==> src/rtl/uart_rx_serial.sv <==
// ---------------------------------------------------------------------------
// uart_rx_serial
//   Wire-facing 8N1 UART receiver (LSB first). Synchronizes the raw serial
//   line, detects start edges, takes a 3-sample majority vote around the
//   middle of every bit and delivers whole bytes on a one-cycle strobe.
//   Bad start bits are rejected silently; a low stop bit is reported as a
//   framing error and the byte is dropped.
//
// Ports
//   clk        in   system clock
//   rst_n      in   asynchronous active-low reset
//   rxd        in   asynchronous serial line, idle high
//   rx_ready   out  one-cycle strobe, rx_data holds a new byte
//   rx_data    out  last correctly framed byte, held until the next one
//   frame_err  out  one-cycle strobe, stop bit sampled low, byte discarded
//   busy       out  receiver is inside a frame (state other than IDLE)
// ---------------------------------------------------------------------------
module uart_rx_serial #(
  parameter int CLKS_PER_BIT = 434
) (
  input  logic       clk,
  input  logic       rst_n,
  input  logic       rxd,
  output logic       rx_ready,
  output logic [7:0] rx_data,
  output logic       frame_err,
  output logic       busy
);

  localparam int HALF = CLKS_PER_BIT / 2;
  localparam int CW   = $clog2(CLKS_PER_BIT);

  localparam logic [CW-1:0] CNT_LAST = CW'(CLKS_PER_BIT - 1);
  localparam logic [CW-1:0] SAMP_A   = CW'(HALF - 1);
  localparam logic [CW-1:0] SAMP_B   = CW'(HALF);
  localparam logic [CW-1:0] SAMP_C   = CW'(HALF + 1);
  // Stop bit is decided one cycle after its last sample so the receiver is
  // back in IDLE about half a bit before a back-to-back start edge.
  localparam logic [CW-1:0] STOP_DEC = CW'(HALF + 2);

  typedef enum logic [1:0] {
    IDLE,
    START,
    DATA,
    STOP
  } state_t;

  state_t        state_q;
  logic [1:0]    sync_q;      // sync_q[1] is the synchronized line "s"
  logic          prev_q;      // s delayed by one cycle, for edge detection
  logic [CW-1:0] cnt_q;
  logic [2:0]    bitn_q;
  logic [7:0]    shift_q;
  logic [2:0]    samp_q;
  logic          rx_ready_q;
  logic          frame_err_q;
  logic [7:0]    rx_data_q;

  logic s;
  logic maj;

  assign s   = sync_q[1];
  assign maj = (samp_q[0] & samp_q[1]) | (samp_q[0] & samp_q[2]) |
               (samp_q[1] & samp_q[2]);

  always_ff @(posedge clk or negedge rst_n) begin
    if (!rst_n) begin
      state_q     <= IDLE;
      sync_q      <= 2'b11;
      prev_q      <= 1'b1;
      cnt_q       <= '0;
      bitn_q      <= '0;
      shift_q     <= '0;
      samp_q      <= '0;
      rx_ready_q  <= 1'b0;
      frame_err_q <= 1'b0;
      rx_data_q   <= 8'h00;
    end else begin
      sync_q      <= {sync_q[0], rxd};
      prev_q      <= s;
      rx_ready_q  <= 1'b0;
      frame_err_q <= 1'b0;

      // Three samples straddling the bit centre feed the majority vote.
      if (state_q != IDLE) begin
        if (cnt_q == SAMP_A) samp_q[0] <= s;
        if (cnt_q == SAMP_B) samp_q[1] <= s;
        if (cnt_q == SAMP_C) samp_q[2] <= s;
      end

      case (state_q)
        IDLE: begin
          cnt_q <= '0;
          // Only a genuine 1->0 transition starts a frame; a line that
          // stays low (break) cannot retrigger.
          if (prev_q && !s) begin
            state_q <= START;
          end
        end

        START: begin
          if (cnt_q == CNT_LAST) begin
            cnt_q  <= '0;
            bitn_q <= '0;
            state_q <= maj ? IDLE : DATA;
          end else begin
            cnt_q <= cnt_q + 1'b1;
          end
        end

        DATA: begin
          if (cnt_q == CNT_LAST) begin
            cnt_q   <= '0;
            // Shift in from the top: after eight bits the first one
            // received sits in bit 0.
            shift_q <= {maj, shift_q[7:1]};
            if (bitn_q == 3'd7) begin
              state_q <= STOP;
            end else begin
              bitn_q <= bitn_q + 1'b1;
            end
          end else begin
            cnt_q <= cnt_q + 1'b1;
          end
        end

        STOP: begin
          if (cnt_q == STOP_DEC) begin
            cnt_q   <= '0;
            state_q <= IDLE;
            if (maj) begin
              rx_data_q  <= shift_q;
              rx_ready_q <= 1'b1;
            end else begin
              frame_err_q <= 1'b1;
            end
          end else begin
            cnt_q <= cnt_q + 1'b1;
          end
        end

        default: begin
          state_q <= IDLE;
          cnt_q   <= '0;
        end
      endcase
    end
  end

  assign rx_ready  = rx_ready_q;
  assign frame_err = frame_err_q;
  assign rx_data   = rx_data_q;
  assign busy      = (state_q != IDLE);

endmodule

==> config.mk <==
export PLATFORM = sky130hd
export DESIGN_NAME = uart_rx_serial
export DESIGN_NICKNAME = d
export VERILOG_FILES = /design/src/rtl/uart_rx_serial.sv
export SDC_FILE = /design/constraint.sdc
export NUM_CORES = 1
export LEC_CHECK = 0
export CAP_MARGIN = 15
export CORE_ASPECT_RATIO = 1.1
export CORE_MARGIN = 4
export CORE_UTILIZATION = 55
export DETAILED_ROUTE_END_ITERATION = 12
export GPL_TIMING_DRIVEN = 0
export PLACE_DENSITY = 0.72
export SYNTH_ARGS = -nofsm -noshare
export SYNTH_HDL_FRONTEND = slang
export SYNTH_SLANG_ARGS = --single-unit
==> constraint.sdc <==
create_clock -name clk -period 4.25 [get_ports clk]
set_input_delay 0.85 -clock clk [delete_from_list [all_inputs] [get_ports clk]]
set_output_delay 0.85 -clock clk [all_outputs]
set_load 0.005 [all_outputs]
== Word level (Yosys, flattened, before mapping) ==
Cells that the tools add are included.

* Register bits: 38
* Input port bits: 3
* Output and inout port bits: 11

* Equality and inequality tests: 15
* Muxes and demuxes: 20
* Bitwise logic cells: 5
* Add/sub/neg operators: 2
* Reductions and logical operators: 13

{| class="wikitable"
|+ Operators with widths
! operator !! count
|-
| 9-bit by 8-bit equality test with 1-bit output (second input constant) || 4
|-
| 9-bit case mux with 3 select lines || 1
|-
| 9-bit 2-to-1 mux || 2
|-
| 2-bit 2-to-1 mux || 6
|-
| 2-bit inequality test (second input constant) || 6
|-
| 9-bit by 1-bit adder with 9-bit output (second input constant) || 1
|-
| 9-bit equality test (second input constant) || 1
|-
| 3-bit 2-to-1 mux || 3
|-
| 2-bit case mux with 4 select lines || 1
|-
| 2-bit AND reduction || 4
|-
| 1-bit 2-to-1 mux || 6
|-
| 3-bit case mux with 2 select lines || 1
|-
| 5-bit AND reduction || 1
|-
| 2-bit equality test (second input constant) || 2
|-
| 4-bit AND reduction || 1
|-
| 2-bit nonzero test || 2
|-
| 3-bit by 1-bit adder with 3-bit output (second input constant) || 1
|-
| 1-bit bitwise AND || 3
|-
| 3-bit equality test (second input constant) || 1
|-
| 3-bit AND reduction || 1
|-
| 2-bit by 1-bit equality test with 1-bit output (second input constant) || 1
|-
| 2-bit zero test || 1
|-
| 1-bit OR || 2
|-
| 2-bit OR reduction || 1
|-
| other kinds (2) || 2
|}

== Longest topological paths before layout ==
* Depth after elaboration: 6
* Gate-level depth with buffers: 8
* Depth with buffers taken out: 7

== Worst setup path after synthesis ==
Ideal clock, no wire load.

* Path type: flip-flop to output port
* Start: reg state_q[0]
* End: out busy
* Data required time: 3400 ps
* Cell stages (with the launch flop): 4
* Data arrival time: 762 ps
* Buffers on the path: 0
* Slack: 2638 ps
* Cells stage by stage: dfrtp_1 inv_1 ha_1 inv_1

* Cells in the longest elaborated chain, start to end: 1

{| class="wikitable"
|+ RTL lines
! element !! RTL line !! text
|-
| start: declaration || 48 || <nowiki>state_t state_q;</nowiki>
|-
| start signal: assignment || 105 || <nowiki>state_q <= maj ? IDLE : DATA;</nowiki>
|-
| 2-bit nonzero test || 153 || <nowiki>assign busy = (state_q != IDLE);</nowiki>
|-
| end: declaration || 27 || <nowiki>output logic busy</nowiki>
|}

No other way between the ends.

== Worst setup path after layout ==
Ends and elaborated chain as after synthesis.

==> insert_results.sql <==
INSERT INTO impl_metrics (metric_group, metric, value, unit) VALUES
('sta', 'finalWorstSetupSlack', '1.66', 'ns'),
('synthesis', 'synthArstFlopShare', '1.00', ''),
('cts', 'cts.reportedPaths.clkPinSlew', '0.11', 'ns'),
('critical_path', 'crit_path_frequent_cell', 'sky130_fd_sc_hd__inv_1', ''),
('cts', 'htreeDepth', '2', ''),
('synthesis', 'largest_family_of_logic_cells_by_synthesized_area', 'simple AND/OR/NAND/NOR gates', ''),
('sta', 'hold_violation_total_from_the_final_report', '0', ''),
('synthesis', 'ys_types', '32', ''),
('synthesis', 'yosys_warnings', '0', ''),
('cts', 'clock_path_buffers', '2', ''),
('placed_design', 'dp_worst_setup_slack', '2.04', 'ns'),
('grt', 'grt_overflow_total', '0', ''),
('pwr', 'power.ir.vdd_worst', '0.336', 'mV'),
('synthesis', 'synthDominantAreaCellType', 'sky130_fd_sc_hd__dfrtp_1', ''),
('synthesis', 'most_used_flip_flop_cell_after_synthesis', 'sky130_fd_sc_hd__dfrtp_1', ''),
('job', 'total_of_max_cap_violations', '0', ''),
('route', 'postRouteAntennaNets', '0', ''),
('grt', 'grt_antenna_before_repair', '0', ''),
('route', 'num_vias', '1116', ''),
('floorplan', 'die-area', '0.00418', 'mm2'),
('layout', 'areaGrowthSynthToFinish', '13.1', '%'),
('sta', 'max_freq', '387', 'MHz'),
('synthesis', 'synthSimpleGateAreaFrac', '0.134', ''),
('sta', 'setup_total_negative_slack', '0', 'ns'),
('synthesis', 'synth-adder-area-share', '0.0836', ''),
('sta', 'worst_slew_margin_rel', '0.468', ''),
('grt', 'grt_pass1_vias', '1175', ''),
('route', 'remaining_drc_errors', '0', ''),
('sta', 'slew_viol_final', '0', ''),
('critical_path', 'worst_ep_required_time', '3.40', 'ns'),
('critical_path', 'timing.critical_path.buf_inv', '3', ''),
('critical_path', 'cp_cell_sequence', 'inv_1 > ha_1 > inv_1 > clkdlybuf4s50_1', ''),
('placed_design', 'finalWeightedCongestion', '0.807', ''),
('critical_path', 'reg2reg_slack', '2.49', 'ns'),
('synthesis', 'synth_enable_flop_cells', '0', ''),
('cts', 'post-cts-setup-buffer-count', '0', ''),
('route', 'detailedRoute.firstIterationViolations', '47', ''),
('sta', 'rsz0062_at_grt', 'false', ''),
('route', 'routed_vias_inst', '5.55', ''),
('route', 'post_drt_wl_per_cell', '14.2', 'um'),
('synthesis', 'post_synth_xor_area_fraction', '0.0347', ''),
('grt', 'grt_start_max_net_pins', '39', ''),
('synthesis', 'synthesized_netlist_net_count', '160', ''),
('floorplan', 'floorplan.die.width', '62.0', 'um'),
('critical_path', 'cp_slowest_stage_delay', '0.50', 'ns'),
('synthesis', 'synth_compound_gate_area_share', '0.0482', ''),
('synthesis', 'mean_area_per_synthesized_cell', '12.1', 'um2'),
('status', 'run_status', 'completed', ''),
('layout', 'multiInputGateArea', '764', 'um2'),
('grt', 'grt_pass1_wl', '5.18', 'mm'),
('critical_path', 'timing.critical_path.from_type', 'flop', ''),
('floorplan', 'fp-row-count', '21', ''),
('cts', 'numClockSinks', '38', ''),
('synthesis', 'post_synth_inst_count', '146', ''),
('layout', 'n_fill_cell', '255', ''),
('critical_path', 'worstPathMaxFanout', '5', ''),
('route', 'drt_pass1_iterations', '3', ''),
('sta', 'fin_hold_ws', '0.371', 'ns'),
('floorplan', 'floorplan.initialDensity', '0.574', ''),
('layout', 'area_used_by_sequential_logic_in_the_layout', '955', 'um2'),
('synthesis', 'synth.area.top_cells', 'sky130_fd_sc_hd__dfrtp_1 50%, sky130_fd_sc_hd__ha_1 7.8%, sky130_fd_sc_hd__mux2_2 7.0%, sky130_fd_sc_hd__mux2_1 5.1%, sky130_fd_sc_hd__dfstp_2 4.5%', ''),
('sta', 'report.final.setup_viol', '0', ''),
('placed_design', 'buffer_ports.inserted', '13', ''),
('layout', 'antennaDiodeCount', '0', ''),
('pwr', 'power.density_cell_area', '406', 'mW/mm2'),
('route', 'drt-total-wl', '2.86', 'mm'),
('cts', 'cts-hold-fix-buffers', '0', ''),
('layout', 'final_net_count', '180', ''),
('cts', 'tritoncts.num_buffers', '5', ''),
('sta', 'timing_worst_slew_pin_value', '0.798', 'ns'),
('floorplan', 'ioPinCount', '14', '');
==> placed cells by master, fill, tap and decap left out, types with 2 or more instances in the layout <==
master                             n
sky130_fd_sc_hd__o21ai_0           5
sky130_fd_sc_hd__mux2_2           11
sky130_fd_sc_hd__a41oi_1           2
sky130_fd_sc_hd__and3_1            4
sky130_fd_sc_hd__clkdlybuf4s50_1  12
sky130_fd_sc_hd__xor2_1            4
sky130_fd_sc_hd__xnor2_1           3
sky130_fd_sc_hd__inv_1             8
sky130_fd_sc_hd__nand2_1          10
sky130_fd_sc_hd__mux2i_1           2
sky130_fd_sc_hd__clkbuf_4          5
sky130_fd_sc_hd__nor2_1           15
sky130_fd_sc_hd__ha_1             11
sky130_fd_sc_hd__mux2_1            8
sky130_fd_sc_hd__dfrtp_1          35
sky130_fd_sc_hd__buf_2             2
sky130_fd_sc_hd__dfstp_2           3
sky130_fd_sc_hd__nand3_1           7
sky130_fd_sc_hd__a22oi_1           2
==> Yosys cell counts, types with 2 or more instances <==
cell type                 instances
sky130_fd_sc_hd__a22oi_1          2
sky130_fd_sc_hd__a41oi_1          2
sky130_fd_sc_hd__and3_1           4
sky130_fd_sc_hd__dfrtp_1         35
sky130_fd_sc_hd__dfstp_2          3
sky130_fd_sc_hd__ha_1            11
sky130_fd_sc_hd__inv_1            8
sky130_fd_sc_hd__mux2_1           8
sky130_fd_sc_hd__mux2_2          11
sky130_fd_sc_hd__mux2i_1          2
sky130_fd_sc_hd__nand2_1         10
sky130_fd_sc_hd__nand3_1          7
sky130_fd_sc_hd__nor2_1          15
sky130_fd_sc_hd__o21ai_0          5
sky130_fd_sc_hd__xnor2_1          3
sky130_fd_sc_hd__xor2_1           4
==> final timing paths <==
path / from / end / cells past startpoint
setup / recovery: state_q[0] / busy / 4
hold / removal: sync_q[0] / sync_q[1] / 0
setup reg to reg: cnt_q[1] / shift_q[3] / 6
hold reg to reg: sync_q[0] / sync_q[1] / 0
max in group asynchronous: rst_n / samp_q[0] / 1
min in group asynchronous: rst_n / bitn_q[2] / 1
==> per-layer routing <==
metal	vias up	global-route usage	part of all wire
met2	16	0.275	0.51
li1	542	-	-
met3	9	0.0631	0.043
met4	0	0.0769	0.023
met5	-	0	0
met1	549	0.205	0.42
==> kinds of logic (layout without fill, tap and decap cells) <==
group                    count (synthesis)  in the layout
multiplexers                            21             21
XOR/XNOR                                 7              7
adder cells (fa/ha/maj)                 12             12
AO/OA/AOI/OAI                           13             13
flip-flops                              38             38
AND/OR/NAND/NOR                         45             45
buffers and inverters                   10             31
==> final cells by class <==
cell class / count / area share
plain buffers: 2 / 0.00815
clock buffers: 6 / 0.0257
clock inverters: 2 / 0.00627
inverters: 8 / 0.0150
multi-input cells: 98 / 0.383
flip-flops and latches: 38 / 0.478
well taps: 34 / 0.0213
repair buffers: 13 / 0.0627
==> sequential cells by signal, summed over array words and instances, names as in the netlist, named ones only <==
name       flops
bitn_q         3
cnt_q          9
frame_err      1
prev_q         1
rx_data        8
rx_ready       1
samp_q         3
shift_q        8
state_q        1
sync_q         2
==> where the power goes <==
group	internal [uW]	total, uW	switching, uW
clock	79.5	196	117
combinational	81.3	204	123
sequential	384	411	26.7
total	545	812	266
==> worst register-to-register path: stages (launching register included) <==
cell                      delay [ns]
sky130_fd_sc_hd__dfrtp_1        0.43
sky130_fd_sc_hd__inv_1          0.09
sky130_fd_sc_hd__ha_1           0.21
sky130_fd_sc_hd__and2_1         0.17
sky130_fd_sc_hd__and3_1         0.21
sky130_fd_sc_hd__nand2_2        0.20
sky130_fd_sc_hd__mux2_1         0.35
==> metrics by stage <==
| step | std cells | cell area, um2 | total power (uW) | utilization |
|---|---|---|---|---|
| after floorplan | 146 | 1770 | 555 | - |
| after CTS | 201 | 2000 | 823 | 0.650 |
| after global placement | 193 | 1940 | 610 | 0.630 |
| after detailed placement | 193 | 1930 | 626 | 0.629 |
| final | 201 | 2000 | 812 | 0.650 |
| after global routing | 201 | 2000 | 868 | 0.650 |
No activity file was read; power rests on OpenSTA's default activity.
